--- src/rtl/systolic_pkg.sv ---
// -----------------------------------------------------------------------------
// systolic_pkg
//   Definitions shared by the systolic array front-end blocks.
//   - feed_state_e : 2-bit state encoding of the activation feeder FSM
//   - clog2        : constant function used to size counters and length ports
//   - SYS_PE_ROW / SYS_INPUT_DATA_WIDTH : default array geometry, shared by the
//     feeder and the array itself so both agree on lane count and lane width
// -----------------------------------------------------------------------------
package systolic_pkg;

  localparam int SYS_PE_ROW           = 16;
  localparam int SYS_INPUT_DATA_WIDTH = 8;

  typedef enum logic [1:0] {
    FEED_IDLE   = 2'd0,
    FEED_STREAM = 2'd1,
    FEED_DRAIN  = 2'd2,
    FEED_SAVE   = 2'd3
  } feed_state_e;

  // Ceiling log2. Returns the number of bits needed to index 'value'
  // distinct items; clog2(MAX_LEN+1) therefore holds the count MAX_LEN itself.
  function automatic int clog2(input int value);
    int res;
    int v;
    res = 0;
    v   = value - 1;
    while (v > 0) begin
      res = res + 1;
      v   = v >> 1;
    end
    return res;
  endfunction

endpackage

--- src/rtl/skew_delay.sv ---
// -----------------------------------------------------------------------------
// skew_delay
//   Fixed-length register line carrying a {valid, data} pair. One instance per
//   activation lane; lane r uses DELAY = 1 + r so that consecutive lanes are
//   offset by one cycle, producing the diagonal wavefront the array expects.
//   The line shifts every cycle and never stalls.
//
// Ports
//   clk_i    : clock, rising edge
//   rstn_i   : asynchronous active-low reset, clears every stage
//   valid_i  : valid bit entering stage 0
//   data_i   : data entering stage 0 (caller zeroes it when valid_i is low)
//   valid_o  : valid bit leaving the last stage
//   data_o   : data leaving the last stage
// -----------------------------------------------------------------------------
module skew_delay #(
  parameter int DELAY = 1,
  parameter int WIDTH = 8
) (
  input  logic             clk_i,
  input  logic             rstn_i,
  input  logic             valid_i,
  input  logic [WIDTH-1:0] data_i,
  output logic             valid_o,
  output logic [WIDTH-1:0] data_o
);

  logic [DELAY-1:0] valid_q;
  logic [WIDTH-1:0] data_q [DELAY];

  always_ff @(posedge clk_i or negedge rstn_i) begin
    if (!rstn_i) begin
      valid_q <= '0;
      for (int i = 0; i < DELAY; i++) begin
        data_q[i] <= '0;
      end
    end else begin
      valid_q[0] <= valid_i;
      data_q[0]  <= data_i;
      for (int i = 1; i < DELAY; i++) begin
        valid_q[i] <= valid_q[i-1];
        data_q[i]  <= data_q[i-1];
      end
    end
  end

  assign valid_o = valid_q[DELAY-1];
  assign data_o  = data_q[DELAY-1];

endmodule

--- src/rtl/systolic_feeder.sv ---
// -----------------------------------------------------------------------------
// systolic_feeder
//   Upstream stage of the systolic array. Accepts a tile of activation vectors
//   (one PE_ROW-wide vector per beat), skews lane r by r extra cycles, drives
//   the array's in_a_bus / per-row enable, flushes the skew pipe after the
//   last vector and then pulses save/done for one cycle.
//
// Handshake: a vector is transferred on a rising edge where s_valid and
//   s_ready are both high. s_ready is high only in STREAM and does not depend
//   on s_valid. The upstream may drop s_valid at any time (bubble); the feeder
//   never withdraws s_ready within STREAM except after the final beat.
//
// Ports
//   clk        : clock, rising edge
//   rstn       : asynchronous active-low reset
//   start      : tile start request, honoured in IDLE only, when len != 0
//   len        : vectors in the tile, sampled with start
//   s_valid    : input vector valid
//   s_ready    : feeder accepts a vector this cycle
//   s_data     : input vector, lane r at [r*IDW +: IDW]
//   in_a_bus   : skewed activations to the array, same packing
//   enable     : per-row valid to the array
//   save       : one-cycle tile-complete pulse to the array
//   busy       : high from the cycle after an accepted start through SAVE
//   done       : one-cycle pulse, coincident with save
//   dbg_state  : current FSM state, for observation only
// -----------------------------------------------------------------------------
module systolic_feeder
  import systolic_pkg::*;
#(
  parameter int PE_ROW           = SYS_PE_ROW,
  parameter int INPUT_DATA_WIDTH = SYS_INPUT_DATA_WIDTH,
  parameter int MAX_LEN          = 256,
  parameter int LEN_W            = clog2(MAX_LEN + 1)
) (
  input  logic                               clk,
  input  logic                               rstn,
  input  logic                               start,
  input  logic [LEN_W-1:0]                   len,
  input  logic                               s_valid,
  output logic                               s_ready,
  input  logic [INPUT_DATA_WIDTH*PE_ROW-1:0] s_data,
  output logic [INPUT_DATA_WIDTH*PE_ROW-1:0] in_a_bus,
  output logic [PE_ROW-1:0]                  enable,
  output logic                               save,
  output logic                               busy,
  output logic                               done,
  output logic [1:0]                         dbg_state
);

  localparam int IDW     = INPUT_DATA_WIDTH;
  localparam int DRAIN_W = clog2(PE_ROW + 1);
  localparam logic [DRAIN_W-1:0] DRAIN_LAST = DRAIN_W'(PE_ROW - 1);

  feed_state_e        state_q, state_d;
  logic [LEN_W-1:0]   len_q, len_d;
  logic [LEN_W-1:0]   beat_q, beat_d;
  logic [DRAIN_W-1:0] drain_q, drain_d;
  logic               handshake;

  // ---------------------------------------------------------------------------
  // State registers
  // ---------------------------------------------------------------------------
  always_ff @(posedge clk or negedge rstn) begin
    if (!rstn) begin
      state_q <= FEED_IDLE;
      len_q   <= '0;
      beat_q  <= '0;
      drain_q <= '0;
    end else begin
      state_q <= state_d;
      len_q   <= len_d;
      beat_q  <= beat_d;
      drain_q <= drain_d;
    end
  end

  // ---------------------------------------------------------------------------
  // Next-state logic
  // ---------------------------------------------------------------------------
  always_comb begin
    state_d = state_q;
    len_d   = len_q;
    beat_d  = beat_q;
    drain_d = drain_q;
    unique case (state_q)
      FEED_IDLE: begin
        // A zero-length tile would never reach its last beat; drop it here.
        if (start && (len != '0)) begin
          len_d   = len;
          beat_d  = '0;
          state_d = FEED_STREAM;
        end
      end
      FEED_STREAM: begin
        if (s_valid) begin
          beat_d = beat_q + LEN_W'(1);
          // Leave on the same edge that accepts the final vector so s_ready
          // is already low in the following cycle.
          if (beat_d == len_q) begin
            drain_d = '0;
            state_d = FEED_DRAIN;
          end
        end
      end
      FEED_DRAIN: begin
        // PE_ROW cycles lets the deepest lane (1 + (PE_ROW-1) stages) empty.
        if (drain_q == DRAIN_LAST) begin
          state_d = FEED_SAVE;
        end else begin
          drain_d = drain_q + DRAIN_W'(1);
        end
      end
      FEED_SAVE: begin
        state_d = FEED_IDLE;
      end
      default: begin
        state_d = FEED_IDLE;
      end
    endcase
  end

  // ---------------------------------------------------------------------------
  // Outputs decoded from the registered state
  // ---------------------------------------------------------------------------
  assign s_ready   = (state_q == FEED_STREAM);
  assign handshake = s_valid && s_ready;
  assign save      = (state_q == FEED_SAVE);
  assign done      = save;
  assign busy      = (state_q != FEED_IDLE);
  assign dbg_state = state_q;

  // ---------------------------------------------------------------------------
  // Skew pipe: lane r delayed by 1 + r cycles. Non-handshake cycles inject a
  // zero bubble so data is always 0 whenever the matching enable is 0.
  // ---------------------------------------------------------------------------
  for (genvar r = 0; r < PE_ROW; r++) begin : g_lane
    logic [IDW-1:0] lane_in;

    assign lane_in = handshake ? s_data[r*IDW +: IDW] : '0;

    skew_delay #(
      .DELAY (1 + r),
      .WIDTH (IDW)
    ) u_skew (
      .clk_i   (clk),
      .rstn_i  (rstn),
      .valid_i (handshake),
      .data_i  (lane_in),
      .valid_o (enable[r]),
      .data_o  (in_a_bus[r*IDW +: IDW])
    );
  end

endmodule
--- config.mk ---
export PLATFORM = sky130hd
export DESIGN_NAME = systolic_feeder
export DESIGN_NICKNAME = d
export VERILOG_FILES = /design/src/rtl/systolic_pkg.sv /design/src/rtl/skew_delay.sv /design/src/rtl/systolic_feeder.sv
export SDC_FILE = /design/constraint.sdc
export NUM_CORES = 1
export LEC_CHECK = 0
export CAP_MARGIN = 20
export CORE_UTILIZATION = 30
export CTS_CLUSTER_SIZE = 24
export DETAILED_ROUTE_END_ITERATION = 7
export PLACE_DENSITY_LB_ADDON = 0.25
export SLEW_MARGIN = 15
export SYNTH_ARGS = -nofsm -noshare
export SYNTH_HDL_FRONTEND = slang
export SYNTH_SLANG_ARGS = --single-unit
--- constraint.sdc ---
create_clock -name clk -period 2.8 [get_ports clk]
set_clock_uncertainty 0.2 [all_clocks]
set_input_delay 0.28 -clock clk [delete_from_list [all_inputs] [get_ports clk]]
set_output_delay 0.28 -clock clk [all_outputs]
set_load 0.005 [all_outputs]
==> impl_metrics.yaml, run 1 <==
outcome:
  status: "complete, no violations"
worst_setup_path:
  endpoint: "dbg_state[1]"
  critPathLaunch: "beat_q[1]"
  critPathRequiredTime_ns: 3.16
  cp_common_cell: "and3_4"
  reg2reg_from: "beat_q[1]"
  r2r_slack_ns: 0.07
  cp.arrival_ns: 3.08
  path_class: "reg2reg"
  end_kind: "flop"
  cp_slowest_stage_delay_ns: 0.42
  reg2regPathDepth: 8
  start_kind: "flop"
  crit_fanout: 7
  path_cells: "ha_4 > and3_4 > nand3_2 > or3_1 > and3_4 > o31a_4 > nor3_4 > mux2_1"
  cp_slowest_cell: "dfrtp_2"
  r2r-end: "dbg_state[1]"
yosys:
  synth_edf_count: 0
  yosysUniqueCellTypes: 44
  ys.flop_type: "dfrtp_1"
  yosysMostFrequentCell: "dfrtp_1"
  yosysWarnings: 0
  yosys-top-cells-count: "1129 x dfrtp_1, 138 x buf_4, 133 x and3_1"
  synthesis.nets: 1717
  syn-cell-area_um2: 31200
  async_reset_ff_share_pct: 100
  synth.avg_cell_area_um2: 19.9
  synth_seq_cells: 1129
  synthCells: 1569
  synth_top_area_share_pct: 90.6
  seq_area_frac_synth_pct: 90.6
  synth_largest_area_cell: "dfrtp_1"
  netlist_top_cells_area: "dfrtp_1 91%, buf_4 3.3%, and3_1 2.7%"
timing:
  fmax_mhz: 367
  finalMaxSlewViolations: 0
  period_needed_ns: 2.73
  final-setup-viol-count: 0
  hold_ws_ns: 0.0693
  worst_slew_pin_slew_ns: 0.827
  rsz0062_at_grt: "false"
  hold_viol_final: 0
  finalCritPeriodShare_pct: 97.4
  slew-limit-headroom_pct: 44.9
clocking:
  cts.clk_slew.worst_paths_ns: 0.06
  cts_setup_buffers: 0
  cts_tree: "built"
  clk_latency_ns: 0.68
  htree_levels: 3
  cts.sinks: 1129
  ctsLongestPathBuffers: 3
  cts-root-buf: "clkbuf_16"
  numCtsBuffers: 114
finish:
  n_fill_cell: 9262
  drive_above_1_share_pct: 11.9
  final_util_pct: 39.2
  nNetsFinal: 2107
  area_growth_syn_to_layout_pct: 28.8
  seqCellArea_um2: 28300
  fin_cells: 3421
  multi_input_area_um2: 1760
power_and_ir_drop:
  p_seq_share_pct: 51.8
  p_clk_share_pct: 40.7
  swShare_pct: 22.0
  internal_power_w: 0.0289
  leakagePower_nw: 20.3
  switchingPower_w: 0.00815
  max-vdd-ir-drop_mv: 0.511
  powerDensity_nw_per_um2: 923
  p_comb_share_pct: 7.5
floorplan:
  dieArea_um2: 105000
  die_height_um: 324
  boundaryPins: 291
  dieWidth_um: 324
  placeableCoreArea_um2: 102000
  start_util_pct: 30.4
  rows: 117
detailed_routing:
  wl_per_cell_um: 14.6
  viasPerCell: 3.84
  drt_iter0_drc: 681
  drtPass1Iterations: 8
  drc: 0
  vias: 13100
  drtAntennaViolNets: 0
  drt-total-wl_mm: 49.8
flow_run:
  maxCapViolations: 0
global_routing:
  gr-total-overflow: 0
  grt_pass1_wl_mm: 82.0
  grt_use_total_pct: 9.85
  grt_max_degree: 98
  grt_pass1_vias: 14900
  grt_antenna_before_repair: 14
place:
  gp_congestion: 0.741
  place_inst: 3092
  port_buffers: 290
  hpwlAfterDp_mm: 29.0
worst_hold_path:
  hp-class: "in2reg"
==> sequential cells by signal, indices dropped and copies added (netlist names) <==
name	flops
g_lane.u_skew.data_q	960
g_lane.u_skew.data_o	128
drain_q	5
g_lane.u_skew.valid_q	16
len_q	9
dbg_state	2
beat_q	9
==> timing repair <==
action                                  CTS  global route
resized for setup                         4             7
endpoints found under the setup margin    2             5
hold buffers                            119             0
endpoints found under the hold margin   869             0
==> critical path: cells and delay by family, from the launching register on <==
kind            cells  cell delay [ns]
compound gates      1             0.39
fa+ha+maj           1             0.19
flops               1             0.42
mux                 1             0.34
simple gates        5             1.07
==> area by class of cell <==
type	count	share of cell area [%]
Clock buffer	169	8.39
Sequential cell	1129	70.3
Tap cell	1368	4.26
Inverter	9	0.0841
Antenna cell	6	0.0374
Timing Repair Buffer	447	11.4
Multi-Input combinational cell	258	4.39
Clock inverter	35	1.18
==> cell families after synthesis <==
group           synth area share [%]
compound gates                 0.999
simple gates                    3.59
flops                           90.6
xor+xnor                       0.309
fa+ha+maj                      0.281
buf+inv                         3.90
mux                            0.361
==> routing by layer <==
metal | part of all wire (%) | global-route usage [%] | vias to the layer above
met2 | 47 | 15.2 | 401
met1 | 41 | 12.2 | 6843
met3 | 7.3 | 3.68 | 169
li1 | - | - | 5716
met4 | 4.4 | 4.83 | 16
met5 | 0.20 | 0 | -
==> placed cells by master, fill, tap and decap left out, types with 2 or more instances in the layout <==
cell type / synthesis / routed
a21oi_1: 8 / 8
a221o_1: 2 / 2
a31oi_1: 4 / 4
and3_1: 133 / 133
and3_4: 1 / 2
buf_12: 0 / 15
buf_4: 138 / 25
bufinv_16: 0 / 8
clkbuf_1: 32 / 25
clkbuf_16: 0 / 115
clkbuf_8: 0 / 29
clkdlybuf4s50_1: 0 / 288
clkinv_2: 0 / 11
clkinv_4: 0 / 5
clkinv_8: 0 / 2
clkinvlp_4: 0 / 4
dfrtp_1: 1129 / 1124
dfrtp_2: 0 / 5
diode_2: 0 / 6
dlygate4sd3_1: 0 / 118
ha_1: 7 / 5
ha_4: 0 / 2
inv_1: 9 / 9
inv_16: 0 / 2
inv_8: 0 / 2
mux2_2: 9 / 9
nand2_1: 9 / 9
nand2b_1: 4 / 4
nand3_1: 8 / 8
nand4_1: 4 / 4
nor2_1: 8 / 8
nor3_1: 6 / 5
nor4_1: 2 / 2
o211ai_1: 2 / 2
o21ai_0: 12 / 12
o31ai_1: 8 / 8
or3_1: 2 / 2
xnor2_1: 8 / 8
xor2_1: 3 / 3
==> power by group through the flow <==
stage	combinational [W]	clock [W]	sequential, W
6_report	0.00279	0.0151	0.0192
5_1_grt	0.00306	0.0164	0.0194
4_1_cts	0.00283	0.0157	0.0193
3_5_place_dp	0.00266	0	0.0195
3_3_place_gp	0.00255	0	0.0194
2_1_floorplan	0.00137	0	0.0192
==> metrics by stage <==
| step | instance area [µm²] | setup TNS, ns | worst slack, ns | total power (W) |
|---|---|---|---|---|
| finish | 40200 | 0 | 0.0724 | 0.0371 |
| CTS | 40200 | 0 | 0.0272 | 0.0378 |
| global route | 40200 | 0 | 0.00121 | 0.0389 |
| detailed placement | 35100 | -0.0494 | -0.0494 | 0.0222 |
| floorplan | 31200 | 0 | 0.155 | 0.0206 |
| global placement | 35100 | 0 | 0.114 | 0.0220 |
==> worst min path at each step <==
stage	start	to	slack, ns	depth (start not counted)
global placement	rstn	g_lane[15].u_skew.data_q[119]	0.08	1
floorplan	rstn	beat_q[0]	-0.22	0
global route	s_data[121]	g_lane[15].u_skew.data_q[121]	0.02	2
finish	s_data[99]	g_lane[12].u_skew.data_q[99]	0.07	2
CTS	len[2]	len_q[2]	0.003	2
detailed placement	rstn	g_lane[15].u_skew.data_q[111]	0.08	1
Power figures use the tool's default switching activity.
==> run 2: changes to the inputs <==
--- a/config.mk
+++ b/config.mk
@@ -5,11 +5,11 @@
 export SDC_FILE = /design/constraint.sdc
 export NUM_CORES = 1
 export LEC_CHECK = 0
-export CAP_MARGIN = 20
 export CORE_UTILIZATION = 30
 export CTS_CLUSTER_SIZE = 24
 export DETAILED_ROUTE_END_ITERATION = 7
 export PLACE_DENSITY_LB_ADDON = 0.25
+export SKIP_CTS_REPAIR_TIMING = 1
 export SLEW_MARGIN = 15
 export SYNTH_ARGS = -nofsm -noshare
 export SYNTH_HDL_FRONTEND = slang
==> impl_metrics.yaml, run 2 (synthesized netlist as in run 1, its figures left out) <==
place:
  port_buffers: 290
  place_inst: 3092
  place_ws_ns: -0.0494
  hpwlAfterDp_mm: 29.0
  gp_congestion: 0.741
worst_setup_path:
  cp.arrival_ns: 3.08
  reg2regPathDepth: 8
  path_class: "reg2reg"
  crit_fanout: 7
  end_kind: "flop"
  critPathRequiredTime_ns: 3.16
  start_kind: "flop"
timing:
  finalSetupTns_ns: 0
  fmax_mhz: 368
  layout_setup_ws_ns: 0.0796
  rsz0062_at_grt: "false"
  period_needed_ns: 2.72
  final-setup-viol-count: 0
  hold_viol_final: 0
  finalCritPeriodShare_pct: 97.2
  worst_slew_pin_slew_ns: 0.838
  finalMaxSlewViolations: 0
  slew-limit-headroom_pct: 44.1
finish:
  area_growth_syn_to_layout_pct: 27.9
  largest_reg_flops: 960
  drive_above_1_share_pct: 12.0
  regMostFlops: "g_lane.u_skew.data_q"
  final_common_cell: "dfrtp_1"
  final_util_pct: 38.9
  final_cell_mix: "1124 x dfrtp_1, 288 x clkdlybuf4s50_1, 133 x and3_1"
  nNetsFinal: 2077
  fin_cells: 3388
global_routing:
  grt_pass1_vias: 14200
  grt_antenna_before_repair: 12
  grt_max_degree: 98
  gr-total-overflow: 0
  grt_use_total_pct: 9.63
  grt_pass1_wl_mm: 80.0
flow_run:
  maxCapViolations: 0
detailed_routing:
  viasPerCell: 3.84
  drtPass1Iterations: 5
  drt_iter0_drc: 638
  drc: 0
  vias: 13000
  wl_per_cell_um: 14.6
  drtAntennaViolNets: 0
  drt-total-wl_mm: 49.4
clocking:
  cts.clk_slew.worst_paths_ns: 0.06
  ctsLongestPathBuffers: 3
  cts-root-buf: "clkbuf_16"
  cts_tree: "built"
  cts.sinks: 1129
  numCtsBuffers: 114
  clk_latency_ns: 0.68
  htree_levels: 3
power_and_ir_drop:
  p_clk_share_pct: 40.7
  max-vdd-ir-drop_mv: 0.511
  swShare_pct: 22.0
  switchingPower_w: 0.00814
  internal_power_w: 0.0289
  leakagePower_nw: 20.2
  powerDensity_nw_per_um2: 929
  p_comb_share_pct: 7.4
  p_seq_share_pct: 51.8
floorplan:
  dieWidth_um: 324
  rows: 117
  dieArea_um2: 105000
  boundaryPins: 291
  start_util_pct: 30.4
  die_height_um: 324
  placeableCoreArea_um2: 102000
outcome:
  status: "complete, no violations"
worst_hold_path:
  hp-class: "in2reg"
  min_path_cells: 2
-- run 2: cell count changes in the layout (fill, tap and decap cells not counted), sizes merged --
cell	before	now
diode	6	3
dlygate4sd3	118	88
-- run 2: routing by layer --
| metal | vias to the layer above | part of all wire, % | GRT usage (%) |
|---|---|---|---|
| li1 | 5650 | - | - |
| met1 | 6789 | 41 | 12.0 |
| met2 | 393 | 47 | 14.7 |
| met3 | 157 | 7.6 | 3.72 |
| met4 | 18 | 3.9 | 4.40 |
| met5 | - | 0.24 | 0 |
-- run 2: final timing paths --
kind,from,end,slack (ns)
worst max-delay path,beat_q[1],dbg_state[1],0.08
worst min-delay path,s_data[26],g_lane[3].u_skew.data_q[26],0.03
worst max register to register,beat_q[1],dbg_state[1],0.08
worst min register to register,g_lane[9].u_skew.data_q[34],g_lane[9].u_skew.data_q[26],0.13
max in group asynchronous,rstn,g_lane[13].u_skew.data_o[7],1.03
min in group asynchronous,rstn,g_lane[9].u_skew.data_q[69],0.49
-- run 2: stage by stage --
stage	cell area [µm²]	power (W)	hold slack, ns
6_report	39900	0.0370	0.0302
5_1_grt	39900	0.0389	-0.00185
4_1_cts	38900	0.0377	-0.677
3_5_place_dp	35100	0.0222	0.0807
3_3_place_gp	35100	0.0220	0.0799
2_1_floorplan	31200	0.0206	-0.216
-- run 2: worst max-delay path: stages (launching register included) --
cell and delay, ns:
dfrtp_2 0.42, ha_4 0.18, and3_4 0.23, nand3_2 0.11, or3_1 0.40, and3_4 0.18, o31a_4 0.39, nor3_4 0.14
mux2_1 0.34
-- run 2: power groups by stage --
stage / combinational (W) / clock, W / sequential, W
2_1_floorplan: 0.00137 / 0 / 0.0192
3_3_place_gp: 0.00255 / 0 / 0.0194
3_5_place_dp: 0.00266 / 0 / 0.0195
4_1_cts: 0.00267 / 0.0157 / 0.0193
5_1_grt: 0.00302 / 0.0164 / 0.0194
6_report: 0.00275 / 0.0151 / 0.0192
-- run 2: area by class of cell --
| cell class | count | area (µm²) |
|---|---|---|
| diodes | 3 | 7.51 |
| multi-input cells | 258 | 1760 |
| repair buffers | 417 | 4270 |
| inverters | 9 | 33.8 |
| flip-flops and latches | 1129 | 28300 |
| clock buffers | 169 | 3370 |
| clock inverters | 35 | 473 |
| well taps | 1368 | 1710 |
| fillers | 9278 | 62600 |
==> run 3: changes to the inputs <==
--- a/config.mk
+++ b/config.mk
@@ -5,6 +5,8 @@
 export SDC_FILE = /design/constraint.sdc
 export NUM_CORES = 1
 export LEC_CHECK = 0
+export ABC_CLOCK_PERIOD_IN_PS = 2800
+export CORE_MARGIN = 1
 export CORE_UTILIZATION = 30
 export CTS_CLUSTER_SIZE = 24
 export DETAILED_ROUTE_END_ITERATION = 7
==> constraint.sdc (replaced) <==
create_clock -name clk -period 2.8 [get_ports clk]
set_clock_uncertainty 0.2 [all_clocks]
set_input_delay 0.84 -clock clk [delete_from_list [all_inputs] [get_ports clk]]
set_output_delay 0.84 -clock clk [all_outputs]
set_load 0.005 [all_outputs]
==> impl_metrics.yaml, run 3 (synthesized netlist as in run 1, its figures left out) <==
global_routing:
  gr-total-overflow: 0
  grt_pass1_vias: 14200
  grt_pass1_wl_mm: 80.3
  grt_max_degree: 129
  grt_antenna_before_repair: 9
  grt_use_total_pct: 9.73
worst_setup_path:
  crit_fanout: 4
  start_kind: "flop"
  end_kind: "output pin"
  critPathRequiredTime_ns: 1.76
  r2r_slack_ns: 0.09
  reg2regPathDepth: 8
  cp.arrival_ns: 1.76
  path_class: "reg2out"
clocking:
  cts.sinks: 1129
  cts_tree: "built"
  numCtsBuffers: 115
  cts.clk_slew.worst_paths_ns: 0.06
  cts-root-buf: "clkbuf_16"
  clk_latency_ns: 0.70
  htree_levels: 3
  ctsLongestPathBuffers: 3
detailed_routing:
  wl_per_cell_um: 14.8
  vias: 12600
  drtAntennaViolNets: 0
  drt-total-wl_mm: 49.0
  viasPerCell: 3.81
  drtPass1Iterations: 7
  drc: 0
  drt_iter0_drc: 680
floorplan:
  dieWidth_um: 324
  start_util_pct: 30.4
  boundaryPins: 291
  die_height_um: 324
  dieArea_um2: 105000
  placeableCoreArea_um2: 102000
  rows: 117
place:
  placed_area_um2: 35200
  gp_congestion: 0.733
  hpwlAfterDp_mm: 28.9
  port_buffers: 290
  place_ws_ns: -0.339
finish:
  n_fill_cell: 9320
  area_growth_syn_to_layout_pct: 26.7
  final_cell_mix: "1128 x dfrtp_1, 282 x clkdlybuf4s50_1, 133 x and3_1"
  final_util_pct: 38.6
  final_common_cell: "dfrtp_1"
  drive_above_1_share_pct: 14.0
  nNetsFinal: 2001
  final_area_um2: 39500
  largest_reg_flops: 960
  regMostFlops: "g_lane.u_skew.data_q"
timing:
  fmax_mhz: 358
  layout_setup_ws_ns: 0.00450
  final-setup-viol-count: 0
  slew-limit-headroom_pct: 44.5
  finalMaxSlewViolations: 0
  hold_viol_final: 0
  period_needed_ns: 2.80
  rsz0062_at_grt: "true"
  finalCritPeriodShare_pct: 99.8
  worst_slew_pin_slew_ns: 0.832
worst_hold_path:
  hp-class: "reg2reg"
  min_path_cells: 0
power_and_ir_drop:
  leakagePower_nw: 20.1
  powerDensity_nw_per_um2: 970
  power_w: 0.0383
  max-vdd-ir-drop_mv: 0.449
flow_run:
  maxCapViolations: 0
outcome:
  status: "complete, no violations"
run 3: changes by cell type in the layout (fill, tap and decap cells not counted), moves of 4 or more:
cell,before,now
dlygate4sd3_1,88,1
bufinv_16,8,20
clkbuf_1,25,14
buf_4,25,34
clkinv_2,11,19
clkbuf_8,29,23
clkdlybuf4s50_1,288,282
dlymetal6s2s_1,0,5
clkinv_16,0,4
clkinvlp_4,4,8
dfrtp_1,1124,1128
dfrtp_2,5,1
inv_6,1,5
run 3: area by class of cell:
cell class | count | area, µm² | area share, %
Antenna cell | 2 | 5.00 | 0.0127
Clock buffer | 153 | 3270 | 8.28
Clock inverter | 62 | 977 | 2.47
Inverter | 9 | 33.8 | 0.0855
Multi-Input combinational cell | 258 | 1780 | 4.50
Sequential cell | 1129 | 28300 | 71.5
Tap cell | 1368 | 1710 | 4.33
Timing Repair Buffer | 340 | 3480 | 8.81
run 3: through the flow:
stage | setup TNS (ns) | hold slack, ns | std cells
2_1_floorplan | 0 | 0.131 | 1569
3_3_place_gp | -1.56 | 0.131 | 3097
3_5_place_dp | -2.58 | 0.135 | 3097
4_1_cts | -1.61 | -0.258 | 3312
5_1_grt | -0.0995 | 0.120 | 3320
6_report | 0 | 0.112 | 3321
run 3: path summary, 6_finish.rpt:
path                                         startpoint                           end
setup / recovery                           dbg_state[1]                          busy
setup reg to reg                              beat_q[0]                  dbg_state[1]
max in group asynchronous                          rstn    g_lane[1].u_skew.data_o[2]
hold / removal             g_lane[12].u_skew.data_q[64]  g_lane[12].u_skew.data_q[56]
min in group asynchronous                          rstn  g_lane[15].u_skew.valid_q[2]
hold reg to reg            g_lane[12].u_skew.data_q[64]  g_lane[12].u_skew.data_q[56]
run 3: routing by layer:
layer  track usage (%)  vias to the layer above  share of wire, %
met5                 0                        -              0.16
met4              4.90                       14               3.6
met3              3.66                      150               7.8
met2              14.5                      369                46
met1              12.4                     6603                42
li1                  -                     5509                 -
run 3: worst max-delay path: stages (launching register included):
cell	delay, ns
dfrtp_1	0.35
buf_4	0.11
inv_2	0.04
buf_4	0.13
ha_4	0.16
inv_1	0.11
clkbuf_2	0.15
run 3: report_power, final:
group | total, W | leakage [nW] | switching, W | internal [W]
Clock | 0.0164 | 2.07 | 0.00630 | 0.0101
Sequential | 0.0192 | 15.5 | 0.000684 | 0.0185
Combinational | 0.00273 | 2.54 | 0.00138 | 0.00135
Total | 0.0383 | 20.1 | 0.00836 | 0.0300
